### src/rtl/cmp_pkg.sv
// -----------------------------------------------------------------------------
// cmp_pkg
// Shared types and helpers for the sequential magnitude comparator.
//   state_t      : controller states (IDLE / SCAN / HOLD)
//   RES_*        : one-hot result encodings, bit order {gt, lt, eq}
//   calc_nch     : number of chunks scanned per compare
//   calc_idx_w   : chunk-index width (never below 1 bit)
// -----------------------------------------------------------------------------
package cmp_pkg;

   typedef enum logic [1:0] {
      IDLE = 2'd0,
      SCAN = 2'd1,
      HOLD = 2'd2
   } state_t;

   localparam logic [2:0] RES_EQ = 3'b001;
   localparam logic [2:0] RES_LT = 3'b010;
   localparam logic [2:0] RES_GT = 3'b100;

   function automatic int calc_nch(input int width, input int chunk);
      return width / chunk;
   endfunction

   function automatic int calc_idx_w(input int nch);
      return (nch <= 1) ? 1 : $clog2(nch);
   endfunction

endpackage

### src/rtl/chunk_cmp.sv
// -----------------------------------------------------------------------------
// chunk_cmp
// Combinational unsigned compare of one CHUNK-bit slice.
//   a_chunk, b_chunk : slices under compare
//   eq               : a_chunk == b_chunk
//   gt               : a_chunk >  b_chunk   (lt is implied by !eq && !gt)
// -----------------------------------------------------------------------------
module chunk_cmp #(
   parameter int CHUNK = 4
) (
   input  logic [CHUNK-1:0] a_chunk,
   input  logic [CHUNK-1:0] b_chunk,
   output logic             eq,
   output logic             gt
);

   assign eq = (a_chunk == b_chunk);
   assign gt = (a_chunk >  b_chunk);

endmodule

### src/rtl/seq_mag_comparator.sv
// -----------------------------------------------------------------------------
// seq_mag_comparator
// Multi-cycle magnitude comparator scanning operands MSB chunk first.
//   clk, rst_n           : clock, async active-low reset
//   in_valid / in_ready  : operand handshake (a, b, signed_mode sampled here)
//   abort                : cancels an in-flight compare (SCAN or HOLD)
//   out_valid / out_ready: result handshake
//   AeqB, AltB, AgtB     : registered one-hot result, zero when !out_valid
//   busy                 : high in SCAN or HOLD
// -----------------------------------------------------------------------------
module seq_mag_comparator
   import cmp_pkg::*;
#(
   parameter int WIDTH      = 16,
   parameter int CHUNK      = 4,
   parameter int EARLY_EXIT = 1
) (
   input  logic             clk,
   input  logic             rst_n,
   input  logic             in_valid,
   output logic             in_ready,
   input  logic [WIDTH-1:0] a,
   input  logic [WIDTH-1:0] b,
   input  logic             signed_mode,
   input  logic             abort,
   output logic             out_valid,
   input  logic             out_ready,
   output logic             AeqB,
   output logic             AltB,
   output logic             AgtB,
   output logic             busy
);

   localparam int NCH   = calc_nch(WIDTH, CHUNK);
   localparam int IDX_W = calc_idx_w(NCH);
   localparam logic [IDX_W-1:0] LAST_IDX = IDX_W'(NCH - 1);

   state_t             state_q, state_d;
   logic [WIDTH-1:0]   a_q, a_d;
   logic [WIDTH-1:0]   b_q, b_d;
   logic [IDX_W-1:0]   idx_q, idx_d;
   logic               diff_q, diff_d;     // a differing chunk has been seen
   logic               dgt_q, dgt_d;       // direction of that first difference
   logic               out_valid_q, out_valid_d;
   logic [2:0]         flags_q, flags_d;   // {gt, lt, eq}

   logic [CHUNK-1:0]   a_chunk, b_chunk;
   logic               c_eq, c_gt;
   logic               last_chunk;
   logic               finish;
   logic [WIDTH-1:0]   a_cap, b_cap;

   // Chunk k = 0 is the most significant slice.
   always_comb begin
      a_chunk = '0;
      b_chunk = '0;
      for (int k = 0; k < NCH; k++) begin
         if (idx_q == IDX_W'(k)) begin
            a_chunk = a_q[(NCH-1-k)*CHUNK +: CHUNK];
            b_chunk = b_q[(NCH-1-k)*CHUNK +: CHUNK];
         end
      end
   end

   chunk_cmp #(.CHUNK(CHUNK)) u_chunk_cmp (
      .a_chunk (a_chunk),
      .b_chunk (b_chunk),
      .eq      (c_eq),
      .gt      (c_gt)
   );

   // Signed compare: flipping both MSBs maps two's complement onto offset
   // binary, so the unsigned scan gives the signed ordering.
   always_comb begin
      a_cap = a;
      b_cap = b;
      a_cap[WIDTH-1] = a[WIDTH-1] ^ signed_mode;
      b_cap[WIDTH-1] = b[WIDTH-1] ^ signed_mode;
   end

   assign last_chunk = (idx_q == LAST_IDX);
   assign finish     = last_chunk || ((EARLY_EXIT != 0) && !c_eq);

   // NOTE: every variable gets a default before the case so no path leaves
   // it unassigned, which would otherwise infer a latch.
   always_comb begin
      state_d     = state_q;
      a_d         = a_q;
      b_d         = b_q;
      idx_d       = idx_q;
      diff_d      = diff_q;
      dgt_d       = dgt_q;
      out_valid_d = out_valid_q;
      flags_d     = flags_q;

      unique case (state_q)
         IDLE: begin
            // abort is deliberately ignored here.
            if (in_valid) begin
               a_d     = a_cap;
               b_d     = b_cap;
               idx_d   = '0;
               diff_d  = 1'b0;
               dgt_d   = 1'b0;
               state_d = SCAN;
            end
         end

         SCAN: begin
            if (abort) begin
               state_d = IDLE;
            end else begin
               if (!diff_q && !c_eq) begin
                  diff_d = 1'b1;
                  dgt_d  = c_gt;
               end
               if (finish) begin
                  state_d     = HOLD;
                  out_valid_d = 1'b1;
                  // The earliest recorded difference wins over the current chunk.
                  if (diff_q)     flags_d = dgt_q ? RES_GT : RES_LT;
                  else if (!c_eq) flags_d = c_gt  ? RES_GT : RES_LT;
                  else            flags_d = RES_EQ;
               end else begin
                  idx_d = idx_q + IDX_W'(1);
               end
            end
         end

         HOLD: begin
            if (abort || out_ready) begin
               state_d     = IDLE;
               out_valid_d = 1'b0;
               flags_d     = '0;
            end
         end

         default: begin
            state_d     = IDLE;
            out_valid_d = 1'b0;
            flags_d     = '0;
         end
      endcase
   end

   // NOTE: state uses non-blocking assignments so every flop samples the
   // pre-edge values; the operand registers are reset too so a reset
   // mid-compare leaves no stale data behind.
   always_ff @(posedge clk or negedge rst_n) begin
      if (!rst_n) begin
         state_q     <= IDLE;
         a_q         <= '0;
         b_q         <= '0;
         idx_q       <= '0;
         diff_q      <= 1'b0;
         dgt_q       <= 1'b0;
         out_valid_q <= 1'b0;
         flags_q     <= '0;
      end else begin
         state_q     <= state_d;
         a_q         <= a_d;
         b_q         <= b_d;
         idx_q       <= idx_d;
         diff_q      <= diff_d;
         dgt_q       <= dgt_d;
         out_valid_q <= out_valid_d;
         flags_q     <= flags_d;
      end
   end

   assign in_ready  = (state_q == IDLE);
   assign busy      = (state_q != IDLE);
   assign out_valid = out_valid_q;
   assign AeqB      = |(flags_q & RES_EQ);
   assign AltB      = |(flags_q & RES_LT);
   assign AgtB      = |(flags_q & RES_GT);

endmodule
### config.mk
export PLATFORM = sky130hd
export DESIGN_NAME = seq_mag_comparator
export DESIGN_NICKNAME = d
export VERILOG_FILES = /design/src/rtl/cmp_pkg.sv /design/src/rtl/chunk_cmp.sv /design/src/rtl/seq_mag_comparator.sv
export SDC_FILE = /design/constraint.sdc
export NUM_CORES = 1
export LEC_CHECK = 0
export ABC_AREA = 1
export BUFFER_PORTS_ARGS = -buffer_cell sky130_fd_sc_hd__buf_2
export CORE_UTILIZATION = 45
export DETAILED_ROUTE_END_ITERATION = 10
export PLACE_DENSITY = 0.78
export SLEW_MARGIN = 15
export SYNTH_ARGS = -nofsm -noshare
export SYNTH_HDL_FRONTEND = slang
export SYNTH_HIERARCHICAL = 1
export SYNTH_SLANG_ARGS = --single-unit
### constraint.sdc
create_clock -name clk -period 2.6 [get_ports clk]
set_input_delay 0.39 -clock clk [delete_from_list [all_inputs] [get_ports clk]]
set_output_delay 0.39 -clock clk [all_outputs]
set_load 0.02 [all_outputs]
==> results_tabular.tex, run 1 <==
\begin{tabular}{lr}
\hline
Metric & Value \\
\hline
\multicolumn{2}{l}{\textbf{Floorplan}} \\
\quad Count of boundary I/O pins & 44 \\
\quad Die outline height & 71.9 um \\
\quad Starting density of the core & 0.465 \\
\quad Core region area & 4720 um\^{}2 \\
\quad Placement row count & 25 \\
\quad Area of the die & around 5200 um\^{}2 \\
\quad Die X-Extent & about 72 um \\
\multicolumn{2}{l}{\textbf{Worst setup path}} \\
\quad Cell repeated most along the worst path & sky130\_fd\_sc\_hd\_\_nand2\_1 \\
\quad Peak fanout along the critical path & 7 \\
\quad Setup slack on the worst flop-to-flop path & around 0.24 ns \\
\quad Worst Reg2Reg Path Length in Cells & 17 \\
\quad Endpoint kind of the worst setup timing path & flop \\
\quad Sort of element at the start of the critical path & flop \\
\quad CP required & 2.78 ns \\
\quad Worst R2R Start & idx\_q[0]\$\_DFFE\_PN0P\_ \\
\quad Endpoint arrival time on the critical path & 2.53 ns \\
\quad Cell with the largest stage delay on the worst path & sky130\_fd\_sc\_hd\_\_dfrtp\_1 \\
\quad Crit Path Class & flop to flop \\
\quad R2r endpoint & idx\_q[1]\$\_DFFE\_PN0P\_ \\
\quad Critical Path, Cell by Cell & inv\_1, ha\_1, inv\_1, nor2\_4, nand2\_1, nand2\_1, nand3\_1, nand2\_1, inv\_1, ha\_1, nand2\_2, nor2\_2, nand2\_1, inv\_1, nand3\_1, nand3\_1, nand2\_1 \\
\quad Max incr delay on CP & about 0.42 ns \\
\multicolumn{2}{l}{\textbf{Routing}} \\
\quad Post-detailed-route via-to-cell ratio & about 4.6 \\
\quad Initial DRC count & $\sim$160 \\
\quad Number of nets with antenna violations after detailed routing & 0 \\
\quad Initial DRT Pass Iterations & 9 \\
\quad Total vias in the final route & between 1.5k and 2k \\
\quad Total wire length & between 4 and 5 mm \\
\quad Average wire per cell in the routed design & 10.7 um \\
\quad Number of remaining DRC errors & 2 \\
\multicolumn{2}{l}{\textbf{Place}} \\
\quad Cells after DPL & $\sim$390 \\
\quad Weighted congestion at the end of routability-driven global placement & 0.830 \\
\quad Pre-CTS setup slack & 0.0749 ns \\
\quad Detailed placement HPWL & 3.06 mm \\
\quad IO buf count & 43 \\
\quad Cell area after placement & 2430 um\^{}2 \\
\multicolumn{2}{l}{\textbf{GRT}} \\
\quad Number of global-route vias before repair & around 1.8k \\
\quad Number of antenna violations at the first check in global routing & 0 \\
\quad Tot GR Track Use & 0.185 \\
\quad Global-route wire length before repair & 7.41 mm \\
\quad Maximum number of pins on one net before global-route repair & 43 \\
\quad Global route overflow & 0 \\
\multicolumn{2}{l}{\textbf{Pwr}} \\
\quad Power density over cell area & 1200 nW/um\^{}2 \\
\quad Maximum vdd drop & 0.452 mV \\
\quad Total Power Consumption & 3.05 mW \\
\quad Leakage power summed over all cells & 1.44 nW \\
\multicolumn{2}{l}{\textbf{Finish}} \\
\quad Layout Area Growth over Synthesis & 16.3\% \\
\quad Count of placed standard cells in the final layout, fillers left out & between 400 and 500 \\
\quad Number of inserted diodes & 0 \\
\quad Commonest cells after routing, fill and taps aside & sky130\_fd\_sc\_hd\_\_nand2\_1, sky130\_fd\_sc\_hd\_\_buf\_2, sky130\_fd\_sc\_hd\_\_dfrtp\_1 \\
\quad Most common library cell in the layout ignoring fill and taps & sky130\_fd\_sc\_hd\_\_nand2\_1 \\
\quad Fraction of final layout cells with drive strength greater than 1 & 0.198 \\
\quad Final instance area & roughly 2600 um\^{}2 \\
\quad Final layout net count & between 300 and 400 \\
\multicolumn{2}{l}{\textbf{Clocking}} \\
\quad Root buf cell & sky130\_fd\_sc\_hd\_\_clkbuf\_8 \\
\quad Clock tree from TritonCTS & yes \\
\quad Number of buffers created by CTS & 5 \\
\quad Clock transition at the registers of the reported paths & approximately 0.070 ns \\
\quad Hold\_buf cts & 0 \\
\quad Maximum clock path buffer count & 2 \\
\quad Clock latency on the worst-skew pair & 0.29 ns \\
\quad Clock sink count & 42 \\
\quad H-Tree Level Count & 2 \\
\multicolumn{2}{l}{\textbf{Synthesis}} \\
\quad Syn Inst Count & a little under 300 \\
\quad Post-synth design cell area & between 2000 and 2500 um\^{}2 \\
\quad Post-synthesis register bit count & 42 \\
\quad Synthesized area per cell & $\sim$7.6 um\^{}2 \\
\quad Synthesized Nets & around 340 \\
\quad Yosys synthesis warning count & 6 \\
\quad Number of distinct standard cells referenced by the synthesized netlist & 23 \\
\quad Portion of the post-synthesis area used by sequential elements & 0.478 \\
\multicolumn{2}{l}{\textbf{Worst hold path}} \\
\quad Type of the tightest min-delay check & input pin to asynchronous set/reset pin \\
\multicolumn{2}{l}{\textbf{Timing}} \\
\quad Setup TNS & 0 ns \\
\quad Final max-slew violation count & 0 \\
\quad Fin Clk Skew & 0.00662 ns \\
\quad Share of the clock period used by the worst path after layout & 0.906 \\
\quad Final Hold Fails & 0 \\
\quad Slew margin rel. & 0.404 \\
\quad Worst Max-Slew Pin Slew & slightly below 0.9 ns \\
\quad Fmax & 0.424 GHz \\
\quad Final WS setup & 0.244 ns \\
\quad Endpoints failing setup & 0 \\
\quad Final critical-path required period & 2.36 ns \\
\multicolumn{2}{l}{\textbf{Run}} \\
\quad Max\_cap viols & 0 \\
\multicolumn{2}{l}{\textbf{Outcome}} \\
\quad Violated checks & design-rule violations \\
\quad Run status & complete, but fails checks \\
\hline
\end{tabular}
[flip-flops by register name (all words and copies together), names as in the netlist]
| signal | count |
|---|---|
| dgt_q | 1 |
| b_q | 16 |
| a_q | 16 |
| diff_q | 1 |
| state_q | 2 |
| flags_q | 3 |
| out_valid | 1 |
| idx_q | 2 |
[worst max-delay path by stage]
stage	startpoint	endpoint	slack, ns	cells past startpoint
finish	idx_q[0]$_DFFE_PN0P_	idx_q[1]$_DFFE_PN0P_	0.24	17
global route	idx_q[0]$_DFFE_PN0P_	flags_q[2]$_DFFE_PN0P_	-0.02	18
CTS	idx_q[0]$_DFFE_PN0P_	idx_q[1]$_DFFE_PN0P_	0.04	17
detailed placement	idx_q[0]$_DFFE_PN0P_	idx_q[1]$_DFFE_PN0P_	0.07	17
global placement	idx_q[0]$_DFFE_PN0P_	idx_q[1]$_DFFE_PN0P_	0.12	15
floorplan	idx_q[1]$_DFFE_PN0P_	idx_q[0]$_DFFE_PN0P_	0.30	17
[timing repair]
action                     in CTS  in global routing
setup endpoints to repair       0                 10
resized for setup               0                  3
setup buffers                   0                  1
hold endpoints to repair        0                  0
[where the power goes]
part	total, mW	switching, mW	internal (mW)
clock network	0.502	0.215	0.286
logic	1.44	0.915	0.523
registers	1.11	0.168	0.946
[critical path, delay by kind of cell, from the launching register on]
| family | cells | cell delay (ns) |
|---|---|---|
| fa+ha+maj | 2 | 0.43 |
| buf+inv | 4 | 0.33 |
| flops | 1 | 0.42 |
| simple gates | 11 | 1.09 |
[routing by layer]
metal  up-vias  wire length (um)  global-route usage
met5         -                 0                   0
met3         5               138              0.0450
met2        32              1970               0.297
li1        979                 -                   -
met1       829              2110               0.245
met4         0                65              0.0675
[synth_stat cells (all sizes together)]
cell    number  area (um^2)
a21oi       10         53.8
buf         10         80.1
clkbuf       1         3.75
clkinv       1         3.75
dfrtp       42         1050
ha           8          100
inv         28          105
nand2      148          566
nand3       14         70.1
nand4        3         18.8
nor2         7         38.8
nor3         1         5.00
o21a         1         7.51
o21ai       14         70.1
o22ai        1         6.26
xnor2        2         17.5
[through the flow]
| step | hold slack (ns) | util |
|---|---|---|
| floorplan | 0.0944 | - |
| global placement | 0.453 | 0.514 |
| detailed placement | 0.454 | 0.514 |
| CTS | 0.261 | 0.537 |
| global route | 0.288 | 0.541 |
| finish | 0.213 | 0.541 |
[final cells by class]
class / instances / area, um^2
fillers: 447 / 2170
flip-flops and latches: 42 / 1050
multi-input cells: 209 / 963
repair buffers: 46 / 238
inverters: 29 / 109
well taps: 67 / 83.8
clock buffers: 6 / 72.6
clock inverters: 2 / 37.5
[cell families (layout without fill, tap and decap cells)]
group,after synthesis,after routing,synth area share
XOR/XNOR,2,2,0.00797
adder cells (fa/ha/maj),8,8,0.0456
buffers and inverters,40,83,0.0877
flip-flops,42,42,0.478
AO/OA/AOI/OAI,26,26,0.0626
AND/OR/NAND/NOR,173,173,0.318
(Power assumes the default switching activity.)
==> run 2, diff against run 1 <==
Settings changed: CTS_BUF_LIST set to sky130_fd_sc_hd__clkbuf_16.
==> run 2 against run 1 <==
The flow still finishes with violations (design-rule violations); fmax fell by 1.1%; utilization is 1.2 points higher; sequential power barely moved; hold slack improved by 0.033 ns; setup slack lost 0.027 ns; critical path depth unchanged; register-to-register slack worse by 0.03 ns; power up 6.1%; clock power increased by 36%; critical endpoint unchanged; highest routed layer unchanged.
==> results_tabular.tex, run 2 (synthesis gave the netlist of run 1 again) <==
\begin{tabular}{lr}
\hline
Metric & Value \\
\hline
\multicolumn{2}{l}{\textbf{Outcome}} \\
\quad Run status & complete, but fails checks \\
\quad Violated checks & design-rule violations \\
\multicolumn{2}{l}{\textbf{Clocking}} \\
\quad Number of buffers created by CTS & 5 \\
\quad Hold\_buf cts & 0 \\
\quad Clock sink count & 42 \\
\quad Clock tree from TritonCTS & yes \\
\quad Clock transition at the registers of the reported paths & about 0.06 ns \\
\quad H-Tree Level Count & 2 \\
\quad Root buf cell & sky130\_fd\_sc\_hd\_\_clkbuf\_16 \\
\quad Maximum clock path buffer count & 2 \\
\quad Clock latency on the worst-skew pair & roughly 0.28 ns \\
\multicolumn{2}{l}{\textbf{Pwr}} \\
\quad Clk network pwr share & 0.211 \\
\quad Maximum vdd drop & around 0.48 mV \\
\quad Share of total power in combinational logic & 0.446 \\
\quad Switch Pwr & approximately 1.3 mW \\
\quad Proportion of power drawn by flip-flops and latches & 0.343 \\
\quad Leakage power summed over all cells & between 1 and 1.5 nW \\
\quad Total Power Consumption & around 3.2 mW \\
\quad Switch share & 0.408 \\
\quad Cell internal power dissipation & about 1.9 mW \\
\quad Power density over cell area & 1240 nW/um\^{}2 \\
\multicolumn{2}{l}{\textbf{Place}} \\
\quad Cells after DPL & a little under 400 \\
\quad Weighted congestion at the end of routability-driven global placement & between 0.8 and 0.9 \\
\quad Pre-CTS setup slack & $\sim$0.075 ns \\
\quad Detailed placement HPWL & 3.06 mm \\
\quad IO buf count & 43 \\
\multicolumn{2}{l}{\textbf{GRT}} \\
\quad Global-route wire length before repair & 7.53 mm \\
\quad Global route overflow & 0 \\
\quad Number of antenna violations at the first check in global routing & 0 \\
\quad Number of global-route vias before repair & roughly 1.8k \\
\quad Maximum number of pins on one net before global-route repair & between 40 and 50 \\
\quad Tot GR Track Use & 0.188 \\
\multicolumn{2}{l}{\textbf{Routing}} \\
\quad Initial DRC count & between 100 and 150 \\
\quad Post-detailed-route via-to-cell ratio & 4.64 \\
\quad Total vias in the final route & roughly 1.9k \\
\quad DR top layer & met4 \\
\quad Average wire per cell in the routed design & roughly 11 um \\
\quad Total wire length & $\sim$4.3 mm \\
\quad Number of nets with antenna violations after detailed routing & 0 \\
\quad Met1 wire length & 2.06 mm \\
\quad Met3 routed wirelength & 155 um \\
\quad Routed length on met2 & just over 2 mm \\
\quad Initial DRT Pass Iterations & 7 \\
\quad Number of remaining DRC errors & 2 \\
\multicolumn{2}{l}{\textbf{Worst setup path}} \\
\quad Worst Reg2Reg Path Length in Cells & 17 \\
\quad Sort of element at the start of the critical path & flop \\
\quad CP required & between 2 and 3 ns \\
\quad Critical path depth in cells & 17 \\
\quad Endpoint arrival time on the critical path & 2.55 ns \\
\quad Cell repeated most along the worst path & sky130\_fd\_sc\_hd\_\_nand2\_1 \\
\quad Endpoint kind of the worst setup timing path & flop \\
\quad Max incr delay on CP & $\sim$0.41 ns \\
\quad Crit Path Class & flop to flop \\
\quad Cell with the largest stage delay on the worst path & sky130\_fd\_sc\_hd\_\_dfrtp\_1 \\
\quad Critical Path, Cell by Cell & inv\_1, ha\_1, inv\_1, nor2\_4, nand2\_1, nand2\_1, nand3\_1, nand2\_1, inv\_1, ha\_1, nand2\_2, nor2\_2, nand2\_1, inv\_1, nand3\_1, nand3\_1, nand2\_1 \\
\quad Kind of cell with the highest combined delay on the critical path & simple AND/OR/NAND/NOR gates \\
\quad Buffers \& Inverters on Critical Path & 4 \\
\quad Peak fanout along the critical path & 7 \\
\multicolumn{2}{l}{\textbf{Floorplan}} \\
\quad Area of the die & roughly 5200 um\^{}2 \\
\quad Placement row count & 25 \\
\quad Count of boundary I/O pins & 44 \\
\quad Core region area & between 4000 and 5000 um\^{}2 \\
\quad Die X-Extent & roughly 70 um \\
\quad Starting density of the core & 0.465 \\
\quad Die outline height & 71.9 um \\
\multicolumn{2}{l}{\textbf{Worst hold path}} \\
\quad Type of the tightest min-delay check & input pin to asynchronous set/reset pin \\
\multicolumn{2}{l}{\textbf{Timing}} \\
\quad Fin Clk Skew & between 0.006 and 0.007 ns \\
\quad Endpoints failing setup & 0 \\
\quad Worst Max-Slew Pin Slew & $\sim$0.91 ns \\
\quad Unrepaired setup endpoints after global routing & yes \\
\quad Fmax & around 0.42 GHz \\
\quad Final WS setup & 0.217 ns \\
\quad Hold Worst Slack & 0.247 ns \\
\quad Final max-slew violation count & 0 \\
\quad Slew margin rel. & 0.393 \\
\quad Final Hold Fails & 0 \\
\quad Share of the clock period used by the worst path after layout & 0.916 \\
\quad Final critical-path required period & around 2.4 ns \\
\multicolumn{2}{l}{\textbf{Run}} \\
\quad Max\_cap viols & 0 \\
\multicolumn{2}{l}{\textbf{Finish}} \\
\quad Count of placed standard cells in the final layout, fillers left out & approximately 400 \\
\quad Fraction of final layout cells with drive strength greater than 1 & 0.198 \\
\quad Final-layout fill cell count & 447 \\
\quad Layout Area Growth over Synthesis & 18.8\% \\
\quad Number of inserted diodes & 0 \\
\quad Post-layout util & 0.553 \\
\quad Final layout net count & about 380 \\
\quad Most common library cell in the layout ignoring fill and taps & sky130\_fd\_sc\_hd\_\_nand2\_1 \\
\quad Commonest cells after routing, fill and taps aside & sky130\_fd\_sc\_hd\_\_nand2\_1, sky130\_fd\_sc\_hd\_\_buf\_2, sky130\_fd\_sc\_hd\_\_dfrtp\_1 \\
\quad Largest registers & a\_q x16, b\_q x16, flags\_q x3 \\
\hline
\end{tabular}
run 2: path summary, 6_finish.rpt:
| path | start | end | slack [ns] |
|---|---|---|---|
| max | idx_q[0]$_DFFE_PN0P_ | idx_q[1]$_DFFE_PN0P_ | 0.22 |
| min | rst_n | state_q[1]$_DFFE_PN0P_ | 0.25 |
| max reg2reg | idx_q[0]$_DFFE_PN0P_ | idx_q[1]$_DFFE_PN0P_ | 0.22 |
| min reg2reg | out_valid$_DFFE_PN0P_ | out_valid$_DFFE_PN0P_ | 0.47 |
| max in group asynchronous | rst_n | a_q[10]$_DFFE_PN0P_ | 1.79 |
| min in group clk | a[0] | a_q[0]$_DFFE_PN0P_ | 0.30 |
run 2: repair_timing:
action / CTS / global route
hold endpoints to repair: 0 / 0
gates resized for setup: 0 / 3
setup endpoints to repair: 0 / 10
setup buffers: 0 / 1
run 2: layout make-up:
class	count	area, um^2	area share
sequential	42	1050	0.402
multi-input combinational	209	963	0.369
timing repair buffer	46	238	0.0910
clock buffer	5	125	0.0479
inverter	29	109	0.0417
tap	67	83.8	0.0321
clock inverter	3	41.3	0.0158
run 2: power by group through the flow:
stage	Sequential (mW)	Clock (mW)	Combinational, mW
6_report	1.11	0.685	1.44
3_3_place_gp	1.12	0	1.38
5_1_grt	1.15	0.728	1.68
2_1_floorplan	1.10	0	1.13
3_5_place_dp	1.12	0	1.40
4_1_cts	1.12	0.700	1.43
run 2: through the flow:
step | cell area (um^2) | setup TNS (ns)
after floorplan | 2200 | 0
after detailed placement | 2430 | 0
final | 2610 | 0
after global routing | 2610 | -0.116
after CTS | 2590 | 0
after global placement | 2430 | 0
run 2: layer usage:
layer / vias to the layer above / track usage
li1: 978 / -
met1: 841 / 0.240
met2: 36 / 0.302
met3: 7 / 0.0478
met4: 0 / 0.0828
met5: - / 0
